`config.mk`:
```
export PLATFORM = sky130hd
export DESIGN_NAME = trap_ctrl
export DESIGN_NICKNAME = d
export VERILOG_FILES = /design/src/rtl/trap_ctrl_pkg.sv /design/src/rtl/trap_ctrl_irq_prio_enc.sv /design/src/rtl/trap_ctrl.sv
export SDC_FILE = /design/constraint.sdc
export NUM_CORES = 1
export LEC_CHECK = 0
export ABC_AREA = 1
export BUFFER_PORTS_ARGS = -buffer_cell sky130_fd_sc_hd__buf_2
export CORE_ASPECT_RATIO = 0.8
export CORE_MARGIN = 8
export CORE_UTILIZATION = 43
export DETAILED_ROUTE_END_ITERATION = 12
export GPL_TIMING_DRIVEN = 0
export PLACE_DENSITY = 0.87
export RECOVER_POWER = 100
export SLEW_MARGIN = 30
export SYNTH_ARGS = -nofsm -noshare
export SYNTH_HDL_FRONTEND = slang
export SYNTH_SLANG_ARGS = --single-unit
```
`constraint.sdc`:
```
create_clock -name clk -period 3 [get_ports clk]
set_input_delay 0.6 -clock clk [delete_from_list [all_inputs] [get_ports clk]]
set_output_delay 0.6 -clock clk [all_outputs]
set_load 0.01 [all_outputs]
```
`src/rtl/trap_ctrl_pkg.sv`:
```
// Shared types and constants for the trap sequencer: FSM states, interrupt
// cause codes and the synchronous exception codes it latches.
package trap_ctrl_pkg;

  localparam int unsigned XLEN       = 32;
  localparam int unsigned CODE_W     = 5;
  localparam int unsigned CAUSE_PAD  = XLEN - CODE_W - 1;

  typedef enum logic [1:0] {
    ST_IDLE     = 2'd0,
    ST_ENTER    = 2'd1,
    ST_REDIRECT = 2'd2,
    ST_RETURN   = 2'd3
  } trap_state_e;

  localparam logic [CODE_W-1:0] MEI_CODE = 5'd11;
  localparam logic [CODE_W-1:0] MSI_CODE = 5'd3;
  localparam logic [CODE_W-1:0] MTI_CODE = 5'd7;

  localparam logic [CODE_W-1:0] INST_MISALIGN  = 5'd0;
  localparam logic [CODE_W-1:0] ILLEGAL_INST   = 5'd2;
  localparam logic [CODE_W-1:0] ENV_BREAK      = 5'd3;
  localparam logic [CODE_W-1:0] LOAD_MISALIGN  = 5'd4;
  localparam logic [CODE_W-1:0] STORE_MISALIGN = 5'd6;

endpackage

```
`src/rtl/trap_ctrl_irq_prio_enc.sv`:
```
// Fixed-priority machine interrupt encoder: MEI > MSI > MTI.
module irq_prio_enc
  import trap_ctrl_pkg::*;
(
  input  logic              ext_irq,
  input  logic              sw_irq,
  input  logic              timer_irq,
  output logic              irq_any,
  output logic [CODE_W-1:0] irq_code
);

  always_comb begin
    irq_any  = ext_irq | sw_irq | timer_irq;
    irq_code = MTI_CODE;
    if (ext_irq) begin
      irq_code = MEI_CODE;
    end else if (sw_irq) begin
      irq_code = MSI_CODE;
    end
  end

endmodule

```
`src/rtl/trap_ctrl.sv`:
```
// Trap sequencer: arbitrates exceptions, MRET and machine interrupts and drives
// the CSR-file trap pulses plus the PC redirect/stall for the core FSM.
module trap_ctrl
  import trap_ctrl_pkg::*;
#(
  parameter bit VECTORED = 1'b1
) (
  input  logic              clk,
  input  logic              rst_n,
  input  logic              inst_boundary,
  input  logic              exc_valid,
  input  logic [CODE_W-1:0] exc_code,
  input  logic              mret,
  input  logic              ext_irq,
  input  logic              sw_irq,
  input  logic              timer_irq,
  input  logic              interrupts_enabled,
  input  logic [XLEN-1:0]   trap_vector,
  input  logic [XLEN-1:0]   interrupted_pc,
  output logic              trap_start,
  output logic              trap_finish,
  output logic [XLEN-1:0]   trap_cause,
  output logic              pc_redirect,
  output logic [XLEN-1:0]   pc_target,
  output logic              busy
);

  trap_state_e       state_q, state_d;
  logic [XLEN-1:0]   cause_q, cause_d;
  logic              trap_start_q, trap_start_d;
  logic              trap_finish_q, trap_finish_d;
  logic              pc_redirect_q, pc_redirect_d;
  logic              busy_q, busy_d;
  logic              irq_any;
  logic [CODE_W-1:0] irq_code;
  logic [XLEN-1:0]   vec_base;

  irq_prio_enc u_irq_prio_enc (
    .ext_irq   (ext_irq),
    .sw_irq    (sw_irq),
    .timer_irq (timer_irq),
    .irq_any   (irq_any),
    .irq_code  (irq_code)
  );

  always_ff @(posedge clk or negedge rst_n) begin
    if (!rst_n) begin
      state_q       <= ST_IDLE;
      cause_q       <= '0;
      trap_start_q  <= 1'b0;
      trap_finish_q <= 1'b0;
      pc_redirect_q <= 1'b0;
      busy_q        <= 1'b0;
    end else begin
      state_q       <= state_d;
      cause_q       <= cause_d;
      trap_start_q  <= trap_start_d;
      trap_finish_q <= trap_finish_d;
      pc_redirect_q <= pc_redirect_d;
      busy_q        <= busy_d;
    end
  end

  // Events are only sampled in IDLE; exception beats MRET beats interrupt.
  always_comb begin
    state_d = state_q;
    cause_d = cause_q;
    unique case (state_q)
      ST_IDLE: begin
        if (exc_valid) begin
          cause_d = {1'b0, CAUSE_PAD'(0), exc_code};
          state_d = ST_ENTER;
        end else if (mret) begin
          state_d = ST_RETURN;
        end else if (inst_boundary && interrupts_enabled && irq_any) begin
          cause_d = {1'b1, CAUSE_PAD'(0), irq_code};
          state_d = ST_ENTER;
        end
      end
      ST_ENTER:    state_d = ST_REDIRECT;
      ST_REDIRECT: state_d = ST_IDLE;
      ST_RETURN:   state_d = ST_IDLE;
      default:     state_d = ST_IDLE;
    endcase
  end

  // Flags are decoded from the upcoming state so they are registered in step with it.
  always_comb begin
    trap_start_d  = 1'b0;
    trap_finish_d = 1'b0;
    pc_redirect_d = 1'b0;
    busy_d        = 1'b0;
    unique case (state_d)
      ST_ENTER: begin
        trap_start_d = 1'b1;
        busy_d       = 1'b1;
      end
      ST_REDIRECT: begin
        pc_redirect_d = 1'b1;
        busy_d        = 1'b1;
      end
      ST_RETURN: begin
        trap_finish_d = 1'b1;
        pc_redirect_d = 1'b1;
        busy_d        = 1'b1;
      end
      default: ;
    endcase
  end

  // Redirect target tracks live mtvec/mepc, so it is read a cycle after trap_start.
  always_comb begin
    vec_base  = trap_vector & 32'hFFFF_FFFC;
    pc_target = '0;
    unique case (state_q)
      ST_REDIRECT: begin
        if (VECTORED && (trap_vector[1:0] == 2'b01) && cause_q[XLEN-1]) begin
          pc_target = vec_base + XLEN'({cause_q[CODE_W-1:0], 2'b00});
        end else begin
          pc_target = vec_base;
        end
      end
      ST_RETURN: pc_target = interrupted_pc & 32'hFFFF_FFFC;
      default:   pc_target = '0;
    endcase
  end

  assign trap_start  = trap_start_q;
  assign trap_finish = trap_finish_q;
  assign trap_cause  = cause_q;
  assign pc_redirect = pc_redirect_q;
  assign busy        = busy_q;

endmodule

```
Word level (Yosys, flattened, before mapping)
Index checks and enable logic that the tools add are counted.

Flip-flop bits (word level): 38. Output and inout port bits: 68.

$add $sub $neg: 1. Reduce and logical (&&, ||, !) cells: 9. Bitwise gates (word level): 2. Mux-type cells: 15. Eq/ne operators: 8.

Operators with widths (number): 32-bit 2-to-1 mux (4); 32-bit case mux with 2 select lines (1); 32-bit by 7-bit adder with 32-bit output (1); 2-bit equality test, second input constant (4); 2-bit by 1-bit equality test with 1-bit output, second input constant (3); 2-bit 2-to-1 mux (3); 2-bit case mux with 3 select lines (1); 5-bit 2-to-1 mux (1); 1-bit 2-to-1 mux (4); 2-bit OR reduction (2); 1-bit logical AND (3); 3-bit 2-to-1 mux (1); 3-bit AND reduction (1); 3-bit OR reduction (1); 2-bit zero test (1); 2-bit != test, second input constant (1); 1-bit OR (2); 2-bit nonzero test (1).

Depth between registers and ports, before layout
Depth after elaboration: 10. Mapped depth: 13. Depth with buffers taken out: 13.

Hierarchy
From an unflattened synthesis, not the netlist that was laid out.

Cell total of the unflattened synthesis: 379. Area, all modules: 2148.3 um^2.

Modules (own cells, without submodules): trap_ctrl (area each 2097.0 um^2, seq. area each 300.3 um^2, cells an instance 370, instances 1); irq_prio_enc (area each 51.3 um^2, seq. area each 0.0 um^2, cells an instance 9, instances 1).

Worst setup path after synthesis
No wires, ideal clock.

Kind: input port to output port. Start: input port trap_vector[2]. End: output port pc_target[12]. Arrival: 1955 ps. Path slack: 445 ps. Path buffers: 0. Stages: 11. Path through: ha_1 -> fa_1 -> nand2_1 -> nand2_1 -> nand3_2 -> nand2_4 -> nand3_4 -> inv_2 -> or2_1 -> nand3_1 -> nand2_1.

Word-level cells in the longest chain between the ends: 3.

RTL lines: from (decl) (RTL line trap_ctrl.sv:18) `input logic [XLEN-1:0] trap_vector,`; 32-bit by 7-bit adder with 32-bit output (RTL line trap_ctrl.sv:118) `pc_target = vec_base + XLEN'({cause_q[CODE_W-1:0], 2'b00});`; 32-bit 2-to-1 mux (RTL line trap_ctrl.sv:117) `if (VECTORED && (trap_vector[1:0] == 2'b01) && cause_q[XLEN-1]) begin`; 32-bit case mux with 2 select lines (RTL line trap_ctrl.sv:115) `unique case (state_q)`; to (decl) (RTL line trap_ctrl.sv:24) `output logic [XLEN-1:0] pc_target,`.

Every way passes these cells.

Worst setup path in the final report
Start: input port trap_vector[2]. End: output port pc_target[8].

The elaborated chain is that of the path after synthesis.

==> run_results.csv <==
group,metric,value,unit
synth,async_reset_ff_frac,1.000,
floorplan,rows,23,
timing,setup_ws,0.1274,ns
synth,yosysWarnings,0,
timing,whs,0.3510,ns
timing,max_freq,348.1,MHz
floorplan,die_x,96.08,microns
detailed_routing,vias,2803,
synth,synth_seq_cells,12,
synth,synth_area,2206,sq um
synth,synth.most_common_cell,"nand2_1",
setup_path,path_class,"input port to output pin",
pwr,power_leakage,1.705,nW
timing,grt_setup_unrepaired,"no",
clock_tree,clk_latency,0.24,ns
synth,synth_common_cells,"nand2_1 (131), inv_1 (46), nor2_1 (37)",
detailed_routing,firstDrtPassIters,4,
cells_and_area,area_delta_synth_final,34.37,%
grt,grt_max_degree,13,
cells_and_area,final.fill_count,509,
cells_and_area,antenna_cells,0,
hold_path,hold_path.class,"input port to async pin",
pwr,peakVddDrop,0.5114,mV
pwr,p_per_area,529.7,nW/um^2
flow_run,max-cap-violations,0,
clock_tree,numCtsBuffers,3,
setup_path,reg2reg_to,"trap_cause[4]",
synth,seq_area_frac_synth,0.1361,
timing,hold_viol,0,
synth,yosysTopAreaCell,"nand2_1",
clock_tree,cts.sinks,12,
clock_tree,h-tree-depth,1,
grt,antenna_found_initial,0,
detailed_routing,routed_wl,7747,microns
timing,fin_crit_sh,0.9575,
cells_and_area,register_area,300.3,sq um
floorplan,die_y,80.06,microns
cells_and_area,multiInputGateArea,1563,sq um
floorplan,start_util,0.4431,
detailed_routing,drtAntennaViolNets,0,
floorplan,core_area,4979,sq um
clock_tree,cts_tree,"yes",
detailed_routing,drt_iter0_markers,232,
clock_tree,cts-root-buf,"clkbuf_8",
grt,grt_usage,0.1886,
grt,grt.overflow.total,0,
cells_and_area,drive_gt1_frac,0.2761,
grt,grt_pass1_vias,2512,
timing,tns,0,ns
grt,grt_pass1_wl,11840,microns
status,outcome,"completed",
setup_path,critPathMaxFanout,8,
timing,worst_pin_slew,0.6274,ns
floorplan,ios,146,
place,gp_congestion,0.9858,
timing,finalSetupViolCount,0,
setup_path,reg2reg_slack,1.65,ns
synth,synthTopCellsByArea,"nand2_1 (22%), dfrtp_1 (14%), buf_4 (9.9%)",
setup_path,cp-end-kind,"output pin",
synth,ys_types,34,
synth,syn_inst,390,
place,io_buffers,115,
setup_path,cp.required,2.40,ns
clock_tree,post-cts-setup-buffer-count,0,
timing,slew_violations,0,
detailed_routing,wl_per_cell,12.95,microns
place,dpl_worst_slack,0.08779,ns
timing,min_period,2.873,ns
setup_path,worstSetupStartpoint,"trap_vector[2]",
clock_tree,cts.path.max_buffers,2,
synth,synth_edf_count,0,
detailed_routing,drc,0,
synth,synth_ff_type,"dfrtp_1",
setup_path,worst-r2r-cell-count,7,
clock_tree,cts_hold_buf,0,
cells_and_area,nets,621,
setup_path,endpoint,"pc_target[8]",
detailed_routing,via_per_inst,4.687,
synth,syn_avg_cell_area,5.656,sq um
setup_path,arrival,2.27,ns
setup_path,r2r_start,"state_q[1]",
timing,skew,0.002365,ns
setup_path,critPathLaunchType,"input port",
place,hpwl,6743,microns
synth,synth_top_area_share,0.2229,
floorplan,die_area,7692,sq um
clock_tree,clk_pin_slew_worst_paths,0.05,ns
timing,slew_headroom,0.5818,
[registers in the layout, summed over array words and instances (netlist names)]
| register | cells |
|---|---|
| pc_redirect | 1 |
| trap_finish | 1 |
| trap_cause | 6 |
| busy | 1 |
| trap_start | 1 |
| state_q | 2 |
[per-layer routing]
metal / vias to the layer above / global-route usage / part of all wire
met5: - / 0 / 0
met4: 0 / 0.03216 / 0.011
met3: 8 / 0.03538 / 0.094
met2: 117 / 0.3152 / 0.48
met1: 1202 / 0.2471 / 0.41
li1: 1476 / - / -
[critical path, stage by stage]
cell,delay (ns)
buf_2,0.11
ha_1,0.22
fa_2,0.34
nand2_1,0.09
nand2_1,0.10
nand3_2,0.09
nand2_4,0.09
nand3_1,0.12
nand2_1,0.08
o21ai_0,0.25
clkbuf_1,0.19
[where the power goes]
group	internal, W	total [W]	switching, W
logic	0.000385	0.00111	0.000720
registers	0.000235	0.000293	0.0000581
clock network	0.000116	0.000172	0.0000565
total	0.000736	0.00157	0.000834
[cell usage in the layout, fill, tap and decap left out, types with 2 or more instances in the layout]
master and instances:
a21oi_1 11, buf_2 88, buf_4 28, clkbuf_1 32, clkbuf_2 2, clkbuf_8 4, conb_1 28, dfrtp_1 12
ha_1 5, inv_1 46, inv_2 4, nand2_1 132, nand2_2 5, nand3_1 25, nand3_2 2, nand3_4 2
nand3b_1 3, nand4_1 12, nor2_1 38, nor2_2 5, nor2_4 2, o21ai_0 26, o21ai_1 5, o21bai_1 7
[how the worst min path moves through the flow]
stage	start	to	slack, ns	depth (start not counted)
after floorplan	rst_n	busy	0.30	0
after global placement	rst_n	busy	0.48	1
after detailed placement	rst_n	trap_finish	0.49	1
after CTS	rst_n	trap_finish	0.23	1
after global routing	rst_n	trap_finish	0.38	1
final	rst_n	trap_cause[3]	0.35	1
[per-stage QoR]
stage | area, sq um | power (W) | util | std cells
global placement | 2960 | 0.001414 | 0.5946 | 594
floorplan | 2307 | 0.0009912 | - | 417
finish | 2964 | 0.001570 | 0.5954 | 598
CTS | 3015 | 0.001622 | 0.6057 | 598
detailed placement | 2960 | 0.001441 | 0.5946 | 594
global route | 2964 | 0.001729 | 0.5954 | 598
[layout make-up]
cell class | instances | area share
Inverter | 50 | 0.06332
Timing Repair Buffer | 115 | 0.1828
Tap cell | 62 | 0.02617
Sequential cell | 12 | 0.1013
Clock buffer | 4 | 0.01857
Buffer | 35 | 0.08062
Multi-Input combinational cell | 320 | 0.5272
[kinds of logic (layout without fill, tap and decap cells)]
logic type / count (synthesis) / count (layout) / synth area share
DFF: 12 / 12 / 0.1361
other: 1 / 28 / 0.001700
xor gates and xnor gates: 1 / 1 / 0.003971
adders and majority gates: 6 / 6 / 0.03744
AOI/OAI and AO/OA: 50 / 50 / 0.1225
buffers and inverters: 85 / 204 / 0.1957
and+or+nand+nor: 234 / 234 / 0.4980
muxes: 1 / 1 / 0.004538
[what timing repair did]
item | 4_1_cts | 5_1_grt
endpoints found under the hold margin | 0 | 0
endpoints found under the setup margin | 0 | 2
gates resized for setup | 0 | 2
Power figures use the tool's default switching activity.
